<file path="config.mk">
export PLATFORM = sky130hd
export DESIGN_NAME = pwm_breath_ctrl_flat
export DESIGN_NICKNAME = d
export VERILOG_FILES = /design/src/rtl/pwm_ctrl_pkg.sv /design/src/rtl/pwm_breath_ctrl_if.sv /design/src/rtl/pwm_sat_step.sv /design/src/rtl/pwm_breath_ctrl.sv /design/src/flat_wrapper.sv
export SDC_FILE = /design/constraint.sdc
export NUM_CORES = 1
export LEC_CHECK = 0
export CORE_UTILIZATION = 45
export CTS_BUF_LIST = sky130_fd_sc_hd__clkbuf_8
export DETAILED_ROUTE_END_ITERATION = 12
export PLACE_DENSITY = 0.65
export SETUP_SLACK_MARGIN = 0.3
export SLEW_MARGIN = 20
export SYNTH_ARGS = -nofsm -noshare
export SYNTH_HDL_FRONTEND = slang
export SYNTH_HIERARCHICAL = 1
export SYNTH_SLANG_ARGS = --single-unit
</file>
<file path="constraint.sdc">
create_clock -name clk -period 10.9 [get_ports clk]
set_input_delay 1.09 -clock clk [delete_from_list [all_inputs] [get_ports clk]]
set_output_delay 1.09 -clock clk [all_outputs]
set_load 0.03 [all_outputs]
</file>
<file path="src/rtl/pwm_ctrl_pkg.sv">
// Shared definitions for the PWM breathing sequencer: FSM state type and
// peripheral register map.
package pwm_ctrl_pkg;

  typedef enum logic [2:0] {
    ST_IDLE,
    ST_WR_PERIOD,
    ST_WR_DUTY0,
    ST_RISE,
    ST_HOLD_HI,
    ST_FALL,
    ST_HOLD_LO,
    ST_STOPPING
  } pwm_state_e;

  localparam logic PWM_ADDR_PERIOD = 1'b0;
  localparam logic PWM_ADDR_DUTY   = 1'b1;

endpackage

</file>
<file path="src/rtl/pwm_breath_ctrl_if.sv">
// Write port of the two-register PWM peripheral plus its period carry-out.
interface pwm_breath_ctrl_if #(parameter int DW = 32);
  logic          addr;
  logic [DW-1:0] wrdata;
  logic          write;
  logic          co;

  modport master (output addr, wrdata, write, input co);
  modport slave  (input addr, wrdata, write, output co);
endinterface

</file>
<file path="src/rtl/pwm_sat_step.sv">
// One duty step in DW+1 bits: add clamps at full, subtract clamps at zero.
module pwm_sat_step #(
  parameter int DW = 32
) (
  input  logic [DW-1:0] cur,
  input  logic [DW-1:0] step,
  input  logic [DW-1:0] full,
  input  logic          dec,
  output logic [DW-1:0] nxt
);

  logic [DW:0] sum;
  logic [DW:0] dif;

  always_comb begin
    sum = {1'b0, cur} + {1'b0, step};
    dif = {1'b0, cur} - {1'b0, step};
    if (dec) nxt = dif[DW] ? '0 : dif[DW-1:0];
    else     nxt = (sum > {1'b0, full}) ? full : sum[DW-1:0];
  end

endmodule

</file>
<file path="src/rtl/pwm_breath_ctrl.sv">
// Breathing-waveform sequencer mastering the PWM peripheral write port.
// Define PWM_BREATH_HOLD_EN to build the peak/zero hold states.
module pwm_breath_ctrl
  import pwm_ctrl_pkg::*;
#(
  parameter int DW = 32,
  parameter int CW = 16
) (
  input  logic              clk,
  input  logic              rst_n,
  input  logic              start,
  input  logic              stop,
  input  logic [DW-1:0]     period_cfg,
  input  logic [DW-1:0]     step_cfg,
  input  logic [CW-1:0]     hold_cfg,
  input  logic [CW-1:0]     breaths_cfg,
  output logic              busy,
  output logic              done,
  pwm_breath_ctrl_if.master pwm
);

  localparam logic [DW-1:0] ONE_D = {{(DW-1){1'b0}}, 1'b1};
  localparam logic [CW-1:0] ONE_C = {{(CW-1){1'b0}}, 1'b1};

  pwm_state_e    state, nstate;
  logic [DW-1:0] duty_q, duty_n, full_q, step_q, nxt_duty;
  logic [CW-1:0] breaths_q, bcnt_q, bcnt_n;
  logic          addr_q, addr_n, write_q, write_n;
  logic [DW-1:0] wrdata_q, wrdata_n;
  logic          busy_n, done_n, ld_cfg, last_breath;

`ifdef PWM_BREATH_HOLD_EN
  logic [CW-1:0] hold_q, hcnt_q, hcnt_n;
  logic          hold_exp;
  assign hold_exp = (hold_q == '0) || (pwm.co && (hcnt_q + ONE_C == hold_q));
`else
  logic unused_hold;
  assign unused_hold = ^hold_cfg;
`endif

  pwm_sat_step #(.DW(DW)) u_step (
    .cur  (duty_q),
    .step (step_q),
    .full (full_q),
    .dec  (state == ST_FALL),
    .nxt  (nxt_duty)
  );

  assign last_breath = (breaths_q != '0) && (bcnt_q + ONE_C == breaths_q);

  always_comb begin
    nstate   = state;
    duty_n   = duty_q;
    bcnt_n   = bcnt_q;
    addr_n   = addr_q;
    wrdata_n = wrdata_q;
    write_n  = 1'b0;
    ld_cfg   = 1'b0;
`ifdef PWM_BREATH_HOLD_EN
    hcnt_n   = hcnt_q;
`endif
    case (state)
      ST_IDLE: if (start && !stop) begin
        ld_cfg   = 1'b1;
        duty_n   = '0;
        bcnt_n   = '0;
        write_n  = 1'b1;
        addr_n   = PWM_ADDR_PERIOD;
        wrdata_n = period_cfg;
        nstate   = ST_WR_PERIOD;
      end
      ST_WR_PERIOD: begin
        write_n  = 1'b1;
        addr_n   = PWM_ADDR_DUTY;
        wrdata_n = '0;
        nstate   = ST_WR_DUTY0;
      end
      ST_WR_DUTY0: nstate = ST_RISE;
      ST_RISE: if (pwm.co) begin
        duty_n   = nxt_duty;
        write_n  = 1'b1;
        addr_n   = PWM_ADDR_DUTY;
        wrdata_n = nxt_duty;
        if (nxt_duty == full_q) begin
`ifdef PWM_BREATH_HOLD_EN
          hcnt_n = '0;
          nstate = ST_HOLD_HI;
`else
          nstate = ST_FALL;
`endif
        end
      end
      ST_FALL: if (pwm.co) begin
        duty_n   = nxt_duty;
        write_n  = 1'b1;
        addr_n   = PWM_ADDR_DUTY;
        wrdata_n = nxt_duty;
        if (nxt_duty == '0) begin
`ifdef PWM_BREATH_HOLD_EN
          hcnt_n = '0;
          nstate = ST_HOLD_LO;
`else
          bcnt_n = bcnt_q + ONE_C;
          nstate = last_breath ? ST_IDLE : ST_RISE;
`endif
        end
      end
`ifdef PWM_BREATH_HOLD_EN
      ST_HOLD_HI: begin
        if (pwm.co) hcnt_n = hcnt_q + ONE_C;
        if (hold_exp) begin
          hcnt_n = '0;
          nstate = ST_FALL;
        end
      end
      ST_HOLD_LO: begin
        if (pwm.co) hcnt_n = hcnt_q + ONE_C;
        if (hold_exp) begin
          hcnt_n = '0;
          bcnt_n = bcnt_q + ONE_C;
          nstate = last_breath ? ST_IDLE : ST_RISE;
        end
      end
`endif
      ST_STOPPING: nstate = ST_IDLE;
      default:     nstate = ST_IDLE;
    endcase
    // Abort beats any step or breath-end decision taken above.
    if (stop && state != ST_IDLE && state != ST_STOPPING) begin
      duty_n   = '0;
      write_n  = 1'b1;
      addr_n   = PWM_ADDR_DUTY;
      wrdata_n = '0;
      nstate   = ST_STOPPING;
    end
    busy_n = (nstate != ST_IDLE);
    done_n = (nstate == ST_IDLE) && (state != ST_IDLE);
  end

  always_ff @(posedge clk or negedge rst_n) begin
    if (!rst_n) begin
      state     <= ST_IDLE;
      duty_q    <= '0;
      full_q    <= '0;
      step_q    <= ONE_D;
      breaths_q <= '0;
      bcnt_q    <= '0;
      addr_q    <= 1'b0;
      wrdata_q  <= '0;
      write_q   <= 1'b0;
      busy      <= 1'b0;
      done      <= 1'b0;
    end else begin
      state    <= nstate;
      duty_q   <= duty_n;
      bcnt_q   <= bcnt_n;
      addr_q   <= addr_n;
      wrdata_q <= wrdata_n;
      write_q  <= write_n;
      busy     <= busy_n;
      done     <= done_n;
      if (ld_cfg) begin
        full_q    <= (&period_cfg) ? period_cfg : period_cfg + ONE_D;
        step_q    <= (step_cfg == '0) ? ONE_D : step_cfg;
        breaths_q <= breaths_cfg;
      end
    end
  end

`ifdef PWM_BREATH_HOLD_EN
  always_ff @(posedge clk or negedge rst_n) begin
    if (!rst_n) begin
      hold_q <= '0;
      hcnt_q <= '0;
    end else begin
      hcnt_q <= hcnt_n;
      if (ld_cfg) hold_q <= hold_cfg;
    end
  end
`endif

  assign pwm.addr   = addr_q;
  assign pwm.wrdata = wrdata_q;
  assign pwm.write  = write_q;

endmodule

</file>
<file path="src/flat_wrapper.sv">
// flat-port wrapper written by rule: the top's interface ports become plain ports
module pwm_breath_ctrl_flat import pwm_ctrl_pkg::*;
#(
  parameter int DW = 32,
  parameter int CW = 16
)
  (clk, rst_n, start, stop, period_cfg, step_cfg, hold_cfg, breaths_cfg, busy, done, pwm_addr, pwm_wrdata, pwm_write, pwm_co);
  pwm_breath_ctrl_if #(.DW(DW)) pwm_i ();
  input  logic clk;
  input  logic rst_n;
  input  logic start;
  input  logic stop;
  input  logic [DW-1:0] period_cfg;
  input  logic [DW-1:0] step_cfg;
  input  logic [CW-1:0] hold_cfg;
  input  logic [CW-1:0] breaths_cfg;
  output logic busy;
  output logic done;
  output wire logic [$bits(pwm_i.addr)-1:0] pwm_addr;
  output wire logic [$bits(pwm_i.wrdata)-1:0] pwm_wrdata;
  output wire logic [$bits(pwm_i.write)-1:0] pwm_write;
  input wire logic [$bits(pwm_i.co)-1:0] pwm_co;
  assign pwm_addr = pwm_i.addr;
  assign pwm_wrdata = pwm_i.wrdata;
  assign pwm_write = pwm_i.write;
  assign pwm_i.co = pwm_co;
  pwm_breath_ctrl #(.DW(DW), .CW(CW)) u_core (.clk(clk), .rst_n(rst_n), .start(start), .stop(stop), .period_cfg(period_cfg), .step_cfg(step_cfg), .hold_cfg(hold_cfg), .breaths_cfg(breaths_cfg), .busy(busy), .done(done), .pwm(pwm_i));
endmodule
</file>
==> results of run 1 <==
[per-layer routing]
metal	routed length, um	track usage, %	vias up	part of all wire, %
met5	0	0	-	0
met4	933	8.369	0	2.2
met3	2344	3.694	57	5.6
met2	20010	45.83	443	47
met1	18850	36.34	6073	45
li1	-	-	6214	-
[cells in the mapped netlist (6+ instances only)]
cell / number
clkbuf_1: 58
nor3b_1: 9
nand4_1: 33
o21ai_1: 11
and3_1: 17
o211ai_1: 9
a21boi_0: 31
o31ai_1: 10
a21oi_1: 71
nand3_1: 43
xor2_1: 31
buf_2: 23
nor2b_1: 12
o22ai_1: 24
nor4_1: 35
o32ai_1: 9
dfrtp_1: 166
nor3_1: 42
ha_1: 98
nor2_1: 71
o21ai_0: 154
a22o_1: 8
nand2b_1: 21
a211oi_1: 10
a21o_1: 16
buf_6: 6
nand2_1: 332
o21bai_1: 10
xnor2_1: 103
mux2i_1: 30
or3_1: 7
a31oi_1: 11
inv_1: 104
[metrics by stage]
stage,setup slack (ps),hold WS [ps],power (mW),cells
floorplan,5088,446.1,3.820,1733
global placement,2698,464.0,4.728,2159
detailed placement,2622,470.6,4.779,2159
CTS,2563,486.4,5.299,2191
global route,1999,499.6,5.758,2192
finish,2479,485.7,5.366,2192
[power breakdown]
group	switching (mW)	total, mW	internal, mW
Combinational	2.34	3.80	1.46
Clock	0.279	0.494	0.215
Sequential	0.242	1.07	0.831
Total	2.86	5.37	2.50
[registers in the layout, summed over array words and instances, names as in the netlist]
signal,count
u_core/bcnt_q,16
u_core/breaths_q,16
u_core/busy,1
u_core/done,1
u_core/duty_q,32
u_core/full_q,32
u_core/pwm.addr,1
u_core/pwm.wrdata,32
u_core/pwm.write,1
u_core/state,3
u_core/step_q,32
[kinds of logic (layout without fill, tap and decap cells)]
| group | Yosys count | in the layout | synth area share, % |
|---|---|---|---|
| simple gates | 658 | 658 | 22.88 |
| compound gates | 441 | 441 | 20.50 |
| buf+inv | 200 | 268 | 6.124 |
| flops | 167 | 167 | 30.31 |
| xor+xnor | 135 | 135 | 8.674 |
| fa+ha+maj | 101 | 101 | 9.254 |
| mux | 31 | 31 | 2.259 |
| other cells | 0 | 1 | 0 |
[worst min path at each step]
stage	startpoint	to	slack (ps)	cells after the start
after floorplan	u_core/step_q[0]$_DFFE_PN1P_	u_core/step_q[0]$_DFFE_PN1P_	450	2
after global placement	u_core/pwm.wrdata[23]$_DFFE_PN0P_	u_core/pwm.wrdata[23]$_DFFE_PN0P_	460	2
after detailed placement	u_core/pwm.wrdata[23]$_DFFE_PN0P_	u_core/pwm.wrdata[23]$_DFFE_PN0P_	470	2
after CTS	u_core/step_q[0]$_DFFE_PN1P_	u_core/step_q[0]$_DFFE_PN1P_	490	2
after global routing	u_core/step_q[0]$_DFFE_PN1P_	u_core/step_q[0]$_DFFE_PN1P_	500	2
final	u_core/step_q[0]$_DFFE_PN1P_	u_core/step_q[0]$_DFFE_PN1P_	490	2
[layout make-up]
cell class	count	area share [%]
Antenna cell	1	0.01607
Clock buffer	17	1.503
Clock inverter	15	1.173
Inverter	106	2.555
Multi-Input combinational cell	1366	56.57
Sequential cell	167	26.85
Tap cell	390	3.134
Timing Repair Buffer	130	8.204
[worst reg2reg max path, delay by kind of cell (launching register included)]
family	cells	cell delay [ps]
DFF	1	390
xor gates and xnor gates	1	130
AOI/OAI and AO/OA	11	2390
adders and majority gates	2	750
and+or+nand+nor	10	3850
muxes	1	260
buffers and inverters	2	540
==> metrics.txt, run 1 <==
area growth from synthesis to layout 12.91%; multi-input logic area 8808 um^2; die height ~180 um; CTS Sinks 167; Final Max Slew Viols 0; Routed WL 42130 um; DRC Markers 0; leading cell type in the layout, fill and taps excluded nand2_1; fin crit share 77.25%; Worst-path clk slew 110 ps; R2R Setup Slk 2480 ps; wire length of the first global-routing pass around 67000 um; min cycle time layout 8421 ps; Placeable Area 29870 um^2; startpoint types flip-flop; FF-to-FF End u_core/bcnt_q[10]$_DFFE_PN0P_; Least-Margin Pin Slew 1145 ps; asr flop ratio synth 100.0%; Initial DRT Pass Iterations 5; Cells after Synth 1733; Synth area leaders dfrtp_1, nand2_1, ha_1, xnor2_1, o21ai_0; I/O Pins 137; Syn Area/Cell 7.958 um^2; largest net degree at the start of global routing 98; Yosys Warn Count 6; Hold Crit Class flip-flop to flip-flop; port bufs 120; placed cell areas about 15000 um^2; Sequential cell area about 4200 um^2; final hold vios 0; synthesis-stage register bit count 167; worst-case clock buffer depth 2; Post-CTS Setup Repair Bufs 0; CP Capture Type flip-flop; Worst IR Drop VDD approximately 0.00024 V; WP data required 11280 ps; global router's overall resource usage 27.36%; H-tree depth 4; CP startpoint u_core/step_q[6]$_DFFE_PN0P_; filler cell count a little under 3000; Setup violations, final 0; Post-Syn Area 13790 um^2; syn_nets ~1900; Root Driver clkbuf_8; Seq/Total Area, Yosys 30.31%; Avg WL per Cell 19.22 um; skew final 22.53 ps; CTS Buf Count 17; peak per-stage delay on the critical path roughly 960 ps; layout cells sized above 1 4.498%; crit-path max FO 32; Max Fclk roughly 0.12 GHz; crit path kind flip-flop to flip-flop; worst path buffer plus inverter count 2; cts repair resizes 0; Post-DRT Antenna Nets 0; CP delay by family, top simple AND/OR/NAND/NOR gates; fin area 15570 um^2; unrepaired setup endpoints after global routing false; Pwr per Cell Area ~340 nW/um^2; initial core utilization 46.16%; most frequent cells in the layout nand2_1, dfrtp_1, o21ai_0; die footprint approximately 31000 um^2; Crit-path slowest cell or4_1; dominant synthesized flop cell dfrtp_1; crit path to u_core/bcnt_q[10]$_DFFE_PN0P_; Core Rows 63; number of global-route vias before repair about 12000; fin util a little over half; top cell type by total area after synthesis dfrtp_1; DR vias 12790; initial antenna violation count 1; status complete, no violations; HPWL Detailed ~32000 um; Synth top area share 30.12%; Iteration-0 DRC Markers approximately 1000; Clk Latency, worst-skew pair between 400 and 500 ps; number of max-cap violations 0; CTS tree done; Hold Buf Count CTS 0; Netlist cell types between 90 and 100; stages on the worst setup path 27; Reg-to-Reg Start u_core/step_q[6]$_DFFE_PN0P_; final setup TNS 0 ps; Post-synth EDFFs 0; crit path DAT 8800 ps; slew margin rel. 23.28%; GPL Wtd Cong 0.9415; R2R depth 27; Pleak 6.785 nW; fin nets 1989; Die W ~180 um; vias per inst between 5 and 6; grt total ovfl 0
No activity file was read; power rests on OpenSTA's default activity.
==> run 2, diff against run 1 <==
==> constraint.sdc (replaced) <==
create_clock -name clk -period 8.65 [get_ports clk]
set_input_delay 0.865 -clock clk [delete_from_list [all_inputs] [get_ports clk]]
set_output_delay 0.865 -clock clk [all_outputs]
set_load 0.03 [all_outputs]
==> metrics.txt, run 2 (synthesized netlist as in run 1, its figures left out) <==
status complete, no violations (unchanged); DRC Markers 0 (unchanged); DR vias 12870 (was 12790); vias per inst 5.847 (was 5.833); fin crit share 86.27% (was 77.25%); CTS Sinks 167 (unchanged); H-tree depth 4 (unchanged); Place WS 1391 ps (was 2622 ps); startpoint types flip-flop (unchanged); Routed WL 42380 um (was 42130 um); area growth from synthesis to layout 13.85% (was 12.91%); CP Capture Type flip-flop (unchanged); number of max-cap violations 0 (unchanged); Crit-path slowest cell nor4_2 (was or4_1); die footprint 31350 um^2 (unchanged); Root Driver clkbuf_8 (unchanged); wire length of the first global-routing pass 67900 um (was 66670 um); I/O Pins 137 (unchanged); cts repair resizes 0 (unchanged); Worst-path clk slew 110 ps (about the same); Final Max Slew Viols 0 (unchanged); WP data required 9000 ps (was 11280 ps); Worst IR Drop VDD 0.0002940 V (was 0.0002402 V); initial core utilization 46.16% (unchanged); Clk Latency, worst-skew pair 490 ps (about the same); final setup TNS 0 ps (unchanged); die height 177.1 um (unchanged); Sequential cell area 4180 um^2 (unchanged); crit path kind flip-flop to flip-flop (unchanged); worst-case clock buffer depth 2 (unchanged); Final Non-Filler Cells 2201 (was 2192); min cycle time layout 7463 ps (was 8421 ps); Max Fclk 0.1340 GHz (was 0.1188 GHz); slew margin rel. 32.08% (was 23.28%); CTS tree done (unchanged); worst hold margin 448.2 ps (was 485.7 ps); Avg WL per Cell 19.26 um (was 19.22 um); Iteration-0 DRC Markers 1038 (was 1031); filler cell count 2896 (was 2894); cell total after placement 2168 (was 2159); global router's overall resource usage 27.88% (was 27.36%); ANT cells 0 (was 1); fin nets 1999 (was 1989); total power 6.849 mW (was 5.366 mW); largest net degree at the start of global routing 92 (was 98); initial antenna violation count 0 (was 1); WL met2 20150 um (was 20010 um); WL met1 18930 um (was 18850 um); Top Metal Used met4 (unchanged); final hold vios 0 (unchanged); crit-path max FO 31 (was 32); Die W 177.1 um (unchanged); CTS Buf Count 17 (unchanged); skew final 20.90 ps (was 22.53 ps); Post-DRT Antenna Nets 0 (unchanged); Hold Crit Class input pin to asynchronous set/reset pin (was flip-flop to flip-flop); DR WL met3 2251 um (was 2344 um); Initial DRT Pass Iterations 5 (unchanged); port bufs 120 (unchanged); number of global-route vias before repair 12390 (was 12120); Pleak 6.864 nW (was 6.785 nW); grt total ovfl 0 (unchanged); GPL Wtd Cong 0.9762 (was 0.9415); crit path DAT 7810 ps (was 8800 ps); Core Rows 63 (unchanged); final worst slack 1187 ps (was 2479 ps); Post-CTS Setup Repair Bufs 0 (unchanged); most frequent cells in the layout nand2_1, dfrtp_1, o21ai_0 (unchanged); HPWL Detailed 32130 um (was 31930 um); multi-input logic area 8803 um^2 (was 8808 um^2); Setup violations, final 0 (unchanged); unrepaired setup endpoints after global routing false (unchanged); peak per-stage delay on the critical path 520 ps (was 960 ps); layout cells sized above 1 4.970% (was 4.498%); Hold Buf Count CTS 0 (unchanged); Least-Margin Pin Slew 1016 ps (was 1145 ps); Pwr per Cell Area 436.2 nW/um^2 (was 344.6 nW/um^2); Placeable Area 29870 um^2 (unchanged); leading cell type in the layout, fill and taps excluded nand2_1 (unchanged)
## run 2: changes by cell type in the layout (fill, tap and decap cells not counted), moves of 2 or more
cell       previous run  this run
clkinv_4              0         2
buf_4                10        18
inv_8                 5         1
bufinv_16             2         4
## run 2: area by class of cell
type                            count  area share, %
Sequential cell                   167          26.62
Tap cell                          390          3.108
Inverter                          106          2.534
Clock buffer                       17          1.490
Timing Repair Buffer              140          8.821
Multi-Input combinational cell   1366          56.07
Clock inverter                     15          1.355
## run 2: through the flow
stage	util [%]	instance area [um^2]
3_5_place_dp	50.95	15220
6_report	52.56	15700
5_1_grt	52.56	15700
2_1_floorplan	-	13790
4_1_cts	52.44	15670
3_3_place_gp	50.95	15220
## run 2: critical path, delay by kind of cell, from the launching register on
kind	cells	cell delay, ps
AO/OA/AOI/OAI	10	2370
XOR/XNOR	1	140
adder cells (fa/ha/maj)	2	780
flip-flops	1	410
AND/OR/NAND/NOR	11	2920
buffers and inverters	2	460
multiplexers	1	210
## run 2: power by group
part	internal (mW)	leakage, nW	switching (mW)
sequential	1.05	2.19	0.302
clock	0.321	0.220	0.337
combinational	1.90	4.45	2.94
## run 2: worst paths after layout
kind,startpoint,to,slack [ps],cells past startpoint
hold reg to reg,u_core/pwm.wrdata[30]$_DFFE_PN0P_,u_core/pwm.wrdata[30]$_DFFE_PN0P_,490,2
min in group clk,u_core/pwm.wrdata[30]$_DFFE_PN0P_,u_core/pwm.wrdata[30]$_DFFE_PN0P_,490,2
setup / recovery,u_core/duty_q[6]$_DFFE_PN0P_,u_core/state[0]$_DFF_PN0_,1190,27
setup reg to reg,u_core/duty_q[6]$_DFFE_PN0P_,u_core/state[0]$_DFF_PN0_,1190,27
hold / removal,rst_n,u_core/step_q[16]$_DFFE_PN0P_,450,1
max in group asynchronous,rst_n,u_core/full_q[23]$_DFFE_PN0P_,6920,3
## run 2: per-layer routing
metal | track usage (%) | vias to the layer above
met5 | 0 | -
li1 | - | 6213
met1 | 37.32 | 6194
met4 | 9.016 | 0
met2 | 46.11 | 402
met3 | 3.845 | 61
